`config.mk`:
```
export PLATFORM = sky130hd
export DESIGN_NAME = edge_event_stamper
export DESIGN_NICKNAME = d
export VERILOG_FILES = /design/src/rtl/edge_event_stamper.sv
export SDC_FILE = /design/constraint.sdc
export NUM_CORES = 1
export LEC_CHECK = 0
export ABC_AREA = 1
export BUFFER_PORTS_ARGS = -buffer_cell sky130_fd_sc_hd__buf_4
export CORE_AREA = 2 2 262 264
export CTS_BUF_LIST = sky130_fd_sc_hd__clkbuf_2
export CTS_CLUSTER_DIAMETER = 120
export DETAILED_ROUTE_END_ITERATION = 10
export DIE_AREA = 0 0 264 266
export HOLD_SLACK_MARGIN = 0.15
export PLACE_DENSITY = 0.65
export SLEW_MARGIN = 20
export SYNTH_ARGS = -nofsm -noshare
export SYNTH_HDL_FRONTEND = slang
export SYNTH_SLANG_ARGS = --single-unit
export TNS_END_PERCENT = 50
```
`constraint.sdc`:
```
create_clock -name clk -period 7.3 [get_ports clk]
set_input_delay 2.19 -clock clk [delete_from_list [all_inputs] [get_ports clk]]
set_output_delay 2.19 -clock clk [all_outputs]
set_load 0.05 [all_outputs]
```
`src/rtl/edge_event_stamper.sv`:
```
// edge_event_stamper: timestamps qualified edge pulses, tags them with a sequence number and queues them FWFT.
// Latency: accept in cycle t -> head visible with m_valid=1 in cycle t+1; holdoff gives N dead cycles after an accept.
// Backpressure: m_ready stalls the head; accepts into a full queue are dropped and counted. Optional `EDGE_EVENT_STAMPER_RATE_EN adds rate_count.

module fwft_fifo #(
  parameter int WIDTH = 8,
  parameter int DEPTH = 8,
  localparam int AW = $clog2(DEPTH),
  localparam int LW = AW + 1
) (
  input  logic             clk,
  input  logic             reset,
  input  logic             wr_vld,
  input  logic [WIDTH-1:0] wr_dat,
  output logic             wr_rdy,
  output logic             rd_vld,
  input  logic             rd_rdy,
  output logic [WIDTH-1:0] rd_dat,
  output logic [LW-1:0]    level
);

  logic [WIDTH-1:0] mem [DEPTH];
  logic [AW-1:0]    wptr;
  logic [AW-1:0]    rptr;
  logic [AW-1:0]    rptr_n;
  logic [LW-1:0]    level_n;
  logic             push;
  logic             pop;

  // Fullness uses the registered level, so a pop never frees room for a same-cycle push.
  assign wr_rdy  = (level != LW'(DEPTH));
  assign rd_vld  = (level != '0);
  assign push    = wr_vld && wr_rdy;
  assign pop     = rd_vld && rd_rdy;
  assign rptr_n  = rptr + AW'(pop);
  assign level_n = level + LW'(push) - LW'(pop);

  always_ff @(posedge clk) begin
    if (push) begin
      mem[wptr] <= wr_dat;
    end
  end

  // Head register tracks the entry at the next read pointer; it bypasses the array when that entry is being written now.
  always_ff @(posedge clk) begin
    if (reset) begin
      wptr   <= '0;
      rptr   <= '0;
      level  <= '0;
      rd_dat <= '0;
    end else begin
      if (push) begin
        wptr <= wptr + AW'(1);
      end
      rptr  <= rptr_n;
      level <= level_n;
      if (level_n != '0) begin
        rd_dat <= (push && (rptr_n == wptr)) ? wr_dat : mem[rptr_n];
      end
    end
  end

endmodule

module edge_event_stamper #(
  parameter int TS_WIDTH      = 48,
  parameter int DEPTH         = 8,
  parameter int HOLDOFF_WIDTH = 16,
  parameter int RATE_LOG2     = 20
) (
  input  logic                     clk,
  input  logic                     reset,
  input  logic                     pulse_in,
  input  logic                     enable,
  input  logic [HOLDOFF_WIDTH-1:0] holdoff,
  input  logic                     ts_clear,
  output logic                     m_valid,
  input  logic                     m_ready,
  output logic [TS_WIDTH-1:0]      m_timestamp,
  output logic [15:0]              m_seq,
  output logic                     m_overrun,
  output logic [$clog2(DEPTH):0]   level,
  output logic [15:0]              drop_count,
  output logic                     busy
`ifdef EDGE_EVENT_STAMPER_RATE_EN
  ,
  output logic [15:0]              rate_count
`endif
);

  if (DEPTH < 2 || (DEPTH & (DEPTH - 1)) != 0) begin : g_bad_depth
    $error("DEPTH must be a power of 2 and at least 2");
  end
  if (RATE_LOG2 < 1 || RATE_LOG2 > 30) begin : g_bad_rate_log2
    $error("RATE_LOG2 must be in 1..30");
  end

  typedef struct packed {
    logic [TS_WIDTH-1:0] ts;
    logic [15:0]         seq;
    logic                ovr;
  } evt_t;

  typedef enum logic {
    IDLE,
    HOLDOFF
  } state_t;

  state_t                   state;
  state_t                   state_n;
  logic [TS_WIDTH-1:0]      ts_q;
  logic [TS_WIDTH-1:0]      ts_now;
  logic [HOLDOFF_WIDTH-1:0] hcnt;
  logic [15:0]              seq;
  logic                     pend_ovr;
  logic                     accept;
  logic                     fifo_rdy;
  evt_t                     wr_evt;
  evt_t                     head_evt;

  // ts_clear takes effect in its own cycle: a pulse then stamps 0 and the counter reads 1 next cycle.
  assign ts_now = ts_clear ? '0 : ts_q;

  always_ff @(posedge clk) begin
    if (reset) begin
      ts_q <= '0;
    end else begin
      ts_q <= ts_now + TS_WIDTH'(1);
    end
  end

  assign accept = (state == IDLE) && pulse_in && enable;

  always_ff @(posedge clk) begin
    if (reset) begin
      state <= IDLE;
    end else begin
      state <= state_n;
    end
  end

  always_comb begin
    state_n = state;
    case (state)
      IDLE: begin
        if (accept && (holdoff != '0)) begin
          state_n = HOLDOFF;
        end
      end
      HOLDOFF: begin
        if (hcnt == HOLDOFF_WIDTH'(1)) begin
          state_n = IDLE;
        end
      end
      default: state_n = IDLE;
    endcase
  end

  always_comb begin
    busy = (state == HOLDOFF);
  end

  always_ff @(posedge clk) begin
    if (reset) begin
      hcnt <= '0;
    end else if (accept) begin
      hcnt <= holdoff;
    end else if (state == HOLDOFF) begin
      hcnt <= hcnt - HOLDOFF_WIDTH'(1);
    end
  end

  // pend_ovr marks the next successfully queued event as following a loss.
  always_ff @(posedge clk) begin
    if (reset) begin
      seq        <= '0;
      pend_ovr   <= 1'b0;
      drop_count <= '0;
    end else if (accept) begin
      if (fifo_rdy) begin
        seq      <= seq + 16'd1;
        pend_ovr <= 1'b0;
      end else begin
        pend_ovr <= 1'b1;
        if (drop_count != 16'hFFFF) begin
          drop_count <= drop_count + 16'd1;
        end
      end
    end
  end

  assign wr_evt.ts  = ts_now;
  assign wr_evt.seq = seq;
  assign wr_evt.ovr = pend_ovr;

  fwft_fifo #(
    .WIDTH ($bits(evt_t)),
    .DEPTH (DEPTH)
  ) u_fifo (
    .clk    (clk),
    .reset  (reset),
    .wr_vld (accept),
    .wr_dat (wr_evt),
    .wr_rdy (fifo_rdy),
    .rd_vld (m_valid),
    .rd_rdy (m_ready),
    .rd_dat (head_evt),
    .level  (level)
  );

  assign m_timestamp = head_evt.ts;
  assign m_seq       = head_evt.seq;
  assign m_overrun   = head_evt.ovr;

`ifdef EDGE_EVENT_STAMPER_RATE_EN
  logic [RATE_LOG2-1:0] win;
  logic [15:0]          rate_acc;
  logic [15:0]          rate_inc;
  logic                 win_last;

  assign win_last = &win;
  assign rate_inc = (accept && (rate_acc != 16'hFFFF)) ? rate_acc + 16'd1 : rate_acc;

  // Count includes an accept in the window's last cycle; the next window starts from that cycle's accept only.
  always_ff @(posedge clk) begin
    if (reset) begin
      win        <= '0;
      rate_acc   <= '0;
      rate_count <= '0;
    end else begin
      win <= win + RATE_LOG2'(1);
      if (win_last) begin
        rate_count <= rate_inc;
        rate_acc   <= {15'd0, accept};
      end else begin
        rate_acc <= rate_inc;
      end
    end
  end
`endif

endmodule
```
; ---- Word-level counts from Yosys, hierarchy flattened
; Memories as Yosys holds them, arrays and structs flattened. A register that Yosys moved wholly into a read port is not among the register bits.
; Cells that the tools add are included.
[classes]
n_bitwise = 2
reduce_logical = 11
add_sub_neg = 8
n_eq_ne = 3
mux = 9
[op_table]
columns = operator, n
row1 = $add 48x1->48 const B, 1
row2 = $mux 48, 1
row3 = $add 16x1->16 const B, 2
row4 = $mux 16, 2
row5 = $eq 16x1->1 const B, 1
row6 = $ne 16x16->1 const B, 1
row7 = $reduce_bool 16->1, 1
row8 = $sub 16x1->16 const B, 1
row9 = $reduce_bool 4->1, 2
row10 = $logic_and 1x1->1, 5
row11 = $mux 1, 5
row12 = $add 4x1->4, 1
row13 = $ne 4x4->1 const B, 1
row14 = $sub 4x1->4, 1
row15 = $add 3x1->3, 1
row16 = $add 3x1->3 const B, 1
row17 = $reduce_and 3->1, 1
row18 = $not 1->1, 2
row19 = $pmux 1 s2, 1
row20 = $reduce_and 2->1, 1
row21 = $reduce_bool 2->1, 1
[word_totals]
memories = 1
in_bits = 22
ram_bits = 520
register_bits = 108
word_cells = 43
[memory_table]
columns = memory, depth, width, read_ports, rd_clocked_by_memory_dff, write_ports, line_no
row1 = u_fifo.mem, 8, 65, 1, 1, 1, 22  ; logic [WIDTH-1:0] mem [DEPTH];

; ---- Longest topological paths before layout
; Gate-level depths: netlist (run 1).
[depth]
word_depth = 7
mapped_depth = 17
mapped_depth_nobuf = 14

; ---- Hierarchy
; Synthesis (run 1) repeated with hierarchy kept, for this count alone.
[unflattened]
cells_unflattened = 3579
area_unflattened_um2 = 32062.0
[modules_own_cells]
columns = mod, cells_per_inst, area_each_um2, instances, seq_area_each_um2
row1 = fwft_fifo, 2599, 26031.2, 1, 17116.4
row2 = edge_event_stamper, 980, 6030.8, 1, 1961.9

; ---- Least setup slack after synthesis (run 1)
; Ideal clock, no wire load.
[synth_path]
kind = input to register
startpoint = in enable
endpoint = mem u_fifo.mem[0][0] (netlist bit), enable pin
t_required_ns = 6.812
setup_ns = 0.488
path_slack_ns = 1.066
cell_stages = 8
arrival_time_ns = 5.745
path_cell_list = nand2_1 -> nor2_4 -> nand2_4 -> inv_2 -> buf_4 -> buf_2 -> nand2_1 -> nor2_1
[synth_via]
elab_chain_len = 4
[synth_rtl]
columns = item, line_no
row1 = start: declaration, 74  ; input logic enable,
row2 = $logic_and 1x1->1, 132  ; assign accept = (state == IDLE) && pulse_in && enable;
row3 = $logic_and 1x1->1, 33  ; assign push = wr_vld && wr_rdy;
row4 = net u_fifo.push, 27  ; logic push;
row5 = $mux 1, 39  ; if (push) begin
row6 = $mux 1 (not written as such), 40  ; mem[wptr] <= wr_dat;
row7 = end: declaration, 22
; The timed path passes the listed nets, and every way through them passes these cells.

; ---- Final worst setup path (run 1)
[layout_path]
startpoint = reg state (netlist: busy)
endpoint = out busy
[layout_rtl]
columns = item, line_no
row1 = start: declaration, 109  ; state_t state;
row2 = start signal: assignment, 138  ; state <= state_n;
row3 = end: declaration, 84  ; output logic busy
; No word-level cell between the ends.

==> out/qor.txt, run 1 <==
outcome: completed
Post-Route WL: 77.4 mm
syn_nets: 3138
Worst Skew: 58.4 ps
Post-synth EDFFs: 520
Synth Warn #: 0
Worst Path Required: 5110 ps
nets: 3277
CTS Buf Count: 173
sequential area share after synthesis: 0.632
Power Dens Cells: 366 nW/um^2
unique cell type count in the Yosys netlist: 42
Highest Clock Rate: 0.215 GHz
clock slew at reported path FFs: 110 ps
cells after synthesis: 3101
H-tree levels: 4
Avg Inst Size Synth: 9.73 sq um
first-pass GRT wire length: 122 mm
post-synthesis adder-cell area fraction: 0.00647
Vias: 22800
Final Cycle Share: 0.639
Crit-path slowest cell: dfxtp_1
worst path bufs/invs: 1
Clock Latency Late Sink: 1350 ps
port bufs: 108
Arr. time, crit path: 2470 ps
unrepaired setup endpoints after global routing: false
vias in the first global route: 22000
Final min period: 4660 ps
Vias/cell: 5.35
crit path launch type: flip-flop
drt pass-1 iters: 5
postcts setup bufs: 0
initial antenna violation count: 1
relative slew slack: 0.275
gr usage total: 0.222
Post-Synth XOR/XNOR Area: 0.00601
initial DRC count: 1923
full die area: 70200 sq um
share of cells above drive strength 1: 0.145
row count: 96
I/O Pins: 109
CTS Sinks: 693
Residual DRC: 0
Lkg Pwr: 0.0128 uW
worst-path fanout max: 18
Die Y: 266 um
routed len/inst: 18.1 um
Synth Area in Compound Gates: 0.0986
largest net degree at the start of global routing: 138
Util after Layout: 0.493
Setup-failing EPs final: 0
commonest non-fill, non-tap cell in the layout: nor2_1
CTS Root Cell: clkbuf_2
PostCTS Resize Cnt: 0
Max-Cap Viols: 0
asr flop ratio synth: 0
worst path cell trace: buf_4
largest family of logic cells by synthesized area: simple AND/OR/NAND/NOR gates
Final HPWL DP: 42.0 mm
mux cell area share after synthesis: 0
most frequent cells in the layout: nor2_1 (584), nand2_1 (570), edfxtp_1 (520)
largest buffer count on any clock path: 3
Syn-to-layout area delta: 10.6%
Final ANT Viol Nets: 0
initial cell density of the core: 0.445
gpl congestion: 0.898
CORE AREA: 67700 sq um
mapped cell area: 30200 sq um
synthesized flop and latch total: 693
critical path class: reg -> out
Hold Path Class: reg -> reg
CTS tree: yes
Overflow after GRT: 0
Fin. Hold Viols: 0
post-synthesis simple-gate area fraction: 0.202
max-slew violations: 0
Worst Max-Slew Pin Slew: 1080 ps
chip width: 264 um
total negative slack: 0 ps
Worst VDD drop: 0.381 mV
ys flop type: edfxtp_1
crit-path leading delay family: flip-flops
CP Capture Type: output pin
largest stage delay on the critical path: 810 ps
hold buffers post-CTS: 0
[cells in the mapped netlist (2+ instances only)]
| cell type | instances | area [sq um] |
|---|---|---|
| nand3_2 | 2 | 20.0 |
| a211oi_1 | 4 | 30.0 |
| clkbuf_1 | 76 | 285 |
| dfxtp_1 | 173 | 3460 |
| nor2_1 | 592 | 2220 |
| edfxtp_1 | 520 | 15600 |
| ha_1 | 14 | 175 |
| nor2_2 | 6 | 37.5 |
| a21oi_1 | 78 | 390 |
| inv_1 | 192 | 721 |
| nand3_1 | 168 | 841 |
| nand3b_1 | 6 | 45.0 |
| buf_4 | 13 | 97.6 |
| xnor2_1 | 2 | 17.5 |
| a31oi_1 | 4 | 25.0 |
| buf_2 | 78 | 390 |
| nor3_1 | 19 | 95.1 |
| buf_1 | 4 | 15.0 |
| inv_2 | 11 | 41.3 |
| xor2_1 | 15 | 131 |
| nor2_4 | 5 | 56.3 |
| buf_6 | 8 | 90.1 |
| nand2_1 | 571 | 2140 |
| o21ai_0 | 300 | 1500 |
| nand4_1 | 84 | 526 |
| o211ai_1 | 133 | 998 |
| and2_1 | 2 | 12.5 |
| nor4_1 | 5 | 31.3 |
| nor3b_1 | 3 | 22.5 |
[registers in the layout (all words and copies together) (netlist names), 4 cells and up]
name,cells
u_fifo.mem,520
u_fifo.rd_dat,65
ts_q,48
drop_count,16
hcnt,16
seq,16
u_fifo.level,4
[metrics by stage]
| step | setup slack [ps] | instance area, sq um | power, uW | hold WS [ps] | std cells |
|---|---|---|---|---|---|
| after floorplan | 1070 | 30200 | 8370 | 445 | 3101 |
| after global placement | 1970 | 31700 | 9620 | 456 | 3946 |
| after detailed placement | 1950 | 31700 | 9660 | 458 | 3946 |
| after CTS | 2490 | 33400 | 12300 | 475 | 4263 |
| after global routing | 2450 | 33400 | 13100 | 524 | 4265 |
| final | 2640 | 33400 | 12200 | 470 | 4265 |
[power by group]
| part | internal [uW] | switching [uW] | total [uW] | leakage [uW] |
|---|---|---|---|---|
| logic | 1430 | 3530 | 4960 | 0.00527 |
| registers | 4430 | 149 | 4580 | 0.00624 |
| clock network | 1130 | 1550 | 2680 | 0.00128 |
| total | 6990 | 5230 | 12200 | 0.0128 |
[per-layer routing]
metal  up-vias  track usage  share of wire
met5         -            0              0
met4         0       0.0700          0.016
met3        98       0.0461          0.063
met2       716        0.378           0.49
met1     11000        0.283           0.43
li1      11000            -              -
[cells by family (layout without fill, tap and decap cells)]
| kind of cell | after synthesis | after routing |
|---|---|---|
| simple gates | 1468 | 1468 |
| fa+ha+maj | 15 | 15 |
| xor+xnor | 19 | 19 |
| other cells | 0 | 1 |
| flops | 693 | 693 |
| compound gates | 523 | 523 |
| buf+inv | 383 | 664 |
[path summary, 6_finish.rpt]
check	cells after the start	to	slack, ps	start
worst max-delay path	1	busy	2640	busy$_SDFF_PP0_
worst min-delay path	2	hcnt[15]$_SDFFE_PP0P_	470	hcnt[15]$_SDFFE_PP0P_
worst max register to register	12	u_fifo.rd_dat[23]$_SDFFE_PP0P_	3500	busy$_SDFF_PP0_
worst min register to register	2	hcnt[15]$_SDFFE_PP0P_	470	hcnt[15]$_SDFFE_PP0P_
[layout make-up]
cell class / instances / area, sq um
Fill cell: 6344 / 34400
Sequential cell: 693 / 19100
Multi-Input combinational cell: 2025 / 9590
Clock buffer: 288 / 1440
Timing Repair Buffer: 143 / 1180
Tap cell: 882 / 1100
Inverter: 204 / 779
Clock inverter: 29 / 208
Antenna cell: 1 / 2.50
No activity file was read; power rests on OpenSTA's default activity.
==> run 2, diff against run 1 <==
--- a/config.mk
+++ b/config.mk
@@ -5,15 +5,15 @@
 export SDC_FILE = /design/constraint.sdc
 export NUM_CORES = 1
 export LEC_CHECK = 0
-export ABC_AREA = 1
+export ABC_AREA = 0
 export BUFFER_PORTS_ARGS = -buffer_cell sky130_fd_sc_hd__buf_4
-export CORE_AREA = 2 2 262 264
+export CORE_AREA = 2 2 258 260
 export CTS_BUF_LIST = sky130_fd_sc_hd__clkbuf_2
 export CTS_CLUSTER_DIAMETER = 120
 export DETAILED_ROUTE_END_ITERATION = 10
-export DIE_AREA = 0 0 264 266
+export DIE_AREA = 0 0 260 262
 export HOLD_SLACK_MARGIN = 0.15
-export PLACE_DENSITY = 0.65
+export PLACE_DENSITY = 0.67
 export SLEW_MARGIN = 20
 export SYNTH_ARGS = -nofsm -noshare
 export SYNTH_HDL_FRONTEND = slang
==> constraint.sdc (replaced) <==
create_clock -name clk -period 4.25 [get_ports clk]
set_input_delay 1.275 -clock clk [delete_from_list [all_inputs] [get_ports clk]]
set_output_delay 1.275 -clock clk [all_outputs]
set_load 0.05 [all_outputs]
==> run 2 against run 1 <==
  * Synthesized cell count is 31% lower
  * Clock skew is 5.4 ps lower
  * Global-route usage is 2.4 points lower
  * Hold slack worse by 83 ps
  * Sequential cell count stayed put
  * Non-clock buffer count is 38 higher
  * Clock power is 70% higher
  * Wire length is 13% lower
  * Combinational power is 23% higher
  * Critical endpoint is now m_valid
  * Largest cell class unchanged
==> out/qor.txt, run 2 <==
cell type with the largest total area after synthesis: edfxtp_1
share of cells above drive strength 1: 0.203 (+0.0582)
Arr. time, crit path: 2440 ps (-30 ps)
Overflow after GRT: 0 (unchanged)
commonest non-fill, non-tap cell in the layout: edfxtp_1
Final Cycle Share: 0.873
H-tree levels: 4 (unchanged)
unrepaired setup endpoints after global routing: false
Synth Warn #: 0 (unchanged)
Worst VDD drop: 0.429 mV (+12%)
ys flop type: edfxtp_1
post-synthesis simple-gate area fraction: 0.146 (-0.0557)
Most Crowded Layer GR: met2
Fin. Hold Viols: 0 (unchanged)
Post-Place Cells: 3004 (-24%)
top cells by area, synth: edfxtp_1 (54%), dfxtp_1 (12%), mux2i_1 (6.7%)
sequential area share after synthesis: 0.656 (+0.0239)
crit-path leading delay family: flip-flops
largest net degree at the start of global routing: 109 (-21%)
Largest regs: u_fifo.mem: 520 flops, u_fifo.rd_dat: 65 flops, ts_q: 48 flops
outcome: completed
largest family of logic cells by synthesized area: simple AND/OR/NAND/NOR gates
Synth Area in Compound Gates: 0.0776 (-0.0210)
Post-Synth XOR/XNOR Area: 0.0187 (+0.0127)
hold buffers post-CTS: 13 (+13)
Highest Clock Rate: 0.269 GHz
Vias: 18600 (-18%)
chip width: 260 um (-1.5%)
gpl congestion: 0.793 (-12%)
CTS tree: yes
met2 Resource Use GR: 0.332 (-0.0461)
worst path cell trace: inv_1 > ha_1 > nand3_1 > buf_4
cells after synthesis: 2127 (-31%)
Worst R2R Setup Slack: 1040 ps (-2460 ps)
Lkg Pwr: 0.0123 uW (-4.1%)
vias in the first global route: 18600 (-15%)
postcts setup bufs: 0 (unchanged)
port bufs: 108 (unchanged)
Avg Inst Size Synth: 13.7 sq um (+40%)
Worst Setup EP: m_valid
PostCTS Resize Cnt: 0 (unchanged)
CTS Sinks: 693 (unchanged)
syn_nets: 2164 (-31%)
max-slew violations: 0 (unchanged)
Power Dens Cells: 559 nW/um^2 (+53%)
most frequent cells in the layout: edfxtp_1 (520), clkbuf_2 (268), mux2i_1 (195)
Final ANT Viol Nets: 0 (unchanged)
largest stage delay on the critical path: 470 ps (-340 ps)
initial DRC count: 1275 (-34%)
Syn-to-layout area delta: 13.4%
clock slew at reported path FFs: 100 ps (about the same)
Post-Route WL: 67.0 mm (-13%)
final cell count without fillers: 3337 (-22%)
initial cell density of the core: 0.445 (about the same)
met3 GRT Util: 0.0421 (-0.00407)
post-synthesis adder-cell area fraction: 0.00671 (+0.000245)
CTS Buf Count: 171 (-1.2%)
Area after DPL: 31200 sq um (-1.7%)
unique cell type count in the Yosys netlist: 71 (+69%)
Hold Path Class: in -> reg
CP Capture Type: output pin
Worst Max-Slew Pin Slew: 1080 ps (-2.95 ps)
Crit-path slowest cell: dfxtp_1
crit path launch type: flip-flop
routed len/inst: 20.1 um (+11%)
gr usage total: 0.198 (-0.0236)
row count: 94 (-2.1%)
Clock Latency Late Sink: 1310 ps (-40 ps)
largest register by flop count: u_fifo.mem
reg2reg end: u_fifo.rd_dat[23]$_SDFFE_PP0P_
asr flop ratio synth: 0 (unchanged)
Max-Cap Viols: 0 (unchanged)
full die area: 68100 sq um (-3.0%)
initial antenna violation count: 2 (+1)
mux cell area share after synthesis: 0.0683 (+0.0683)
CP startpoint: u_fifo.level[2]$_SDFF_PP0_
final-layout fill cell count: 5648 (-11%)
worst path bufs/invs: 2 (+1)
worst-path fanout max: 3 (-15)
Setup-failing EPs final: 0 (unchanged)
Vias/cell: 5.58 (+4.2%)
mapped cell area: 29100 sq um (-3.6%)
cell count along the critical path: 4 (+3)
Residual DRC: 0 (unchanged)
Post-synth EDFFs: 520 (unchanged)
Die Y: 262 um (-1.5%)
Final min period: 3710 ps
met1 Use GR: 0.250 (-0.0330)
reg2reg start: u_fifo.level[2]$_SDFF_PP0_
largest buffer count on any clock path: 3 (unchanged)
nets: 2363 (-28%)
CTS Root Cell: clkbuf_2
R2R depth: 12 (unchanged)
Final HPWL DP: 37.5 mm (-11%)
critical path class: reg -> out
synthesized flop and latch total: 693 (unchanged)
top cell type's share of synthesized area: 0.537 (+0.0196)
max FFs per register: 520 (unchanged)
CORE AREA: 65300 sq um (-3.6%)
drt pass-1 iters: 5 (unchanged)
I/O Pins: 109 (unchanged)
Worst Path Required: 2970 ps (-2140 ps)
first-pass GRT wire length: 104 mm (-15%)
relative slew slack: 0.274 (-0.000910)
Synth top cells by count: edfxtp_1 (520), mux2i_1 (195), dfxtp_1 (173)
Worst Skew: 53.0 ps (-5.39 ps)
most common cell in the netlist: edfxtp_1
Post-Layout Inst Area: 33000 sq um (-1.3%)
run 2: cell count changes after synthesis, sizes merged, moves of 130 or more:
| cell | change |
|---|---|
| inv | -181 |
| nand3 | -141 |
| and3 | +133 |
| a2111oi | +130 |
| nor2 | -514 |
| o21ai | -279 |
| nand2 | -528 |
| o211ai | -131 |
| mux2i | +195 |
| nor2b | +171 |
run 2: per-stage QoR:
step	power [uW]	hold WS [ps]	TNS [ps]	util	setup slack, ps
finish	18400	387	0	0.505	538
global route	19500	240	0	0.505	333
CTS	18700	164	0	0.505	312
detailed placement	14100	451	0	0.477	505
global placement	13900	451	0	0.477	547
floorplan	12200	477	-335630	-	-979
run 2: per-layer routing:
metal,wire length [um],share of wire
met2,32900,0.49
met4,1470,0.022
met3,3300,0.049
met5,0,0
met1,29300,0.44
run 2: cell families (layout without fill, tap and decap cells):
logic type                 after synthesis  after routing
DFF                                    693            693
buffers and inverters                  177            521
other                                    0              2
AOI/OAI and AO/OA                      286            286
xor gates and xnor gates                62             62
and+or+nand+nor                        696            696
adders and majority gates               15             15
muxes                                  198            198
run 2: area by class of cell:
type                    count  area [sq um]  share of cell area
flip-flops and latches    693         19100               0.579
well taps                 864          1080              0.0328
repair buffers            181          1680              0.0509
inverters                  22          82.6             0.00251
clock buffers             268          1340              0.0407
clock inverters            50           315             0.00957
diodes                      2          5.00            0.000152
multi-input cells        1257          9380               0.284
run 2: power by group:
group,internal (uW),leakage [uW],switching [uW],total (uW)
sequential,7540,0.00619,229,7770
combinational,2240,0.00481,3870,6110
clock,1920,0.00127,2640,4550
total,11700,0.0123,6740,18400
run 2: worst min-delay path by stage:
stage	startpoint	endpoint	slack, ps	depth (start not counted)
3_3_place_gp	u_fifo.rd_dat[15]$_SDFFE_PP0P_	u_fifo.rd_dat[15]$_SDFFE_PP0P_	450	1
4_1_cts	holdoff[5]	hcnt[5]$_SDFFE_PP0P_	160	4
2_1_floorplan	hcnt[7]$_SDFFE_PP0P_	hcnt[7]$_SDFFE_PP0P_	480	2
5_1_grt	reset	seq[6]$_SDFFE_PP0N_	240	2
3_5_place_dp	u_fifo.rd_dat[33]$_SDFFE_PP0P_	u_fifo.rd_dat[33]$_SDFFE_PP0P_	450	1
6_report	reset	seq[10]$_SDFFE_PP0N_	390	2
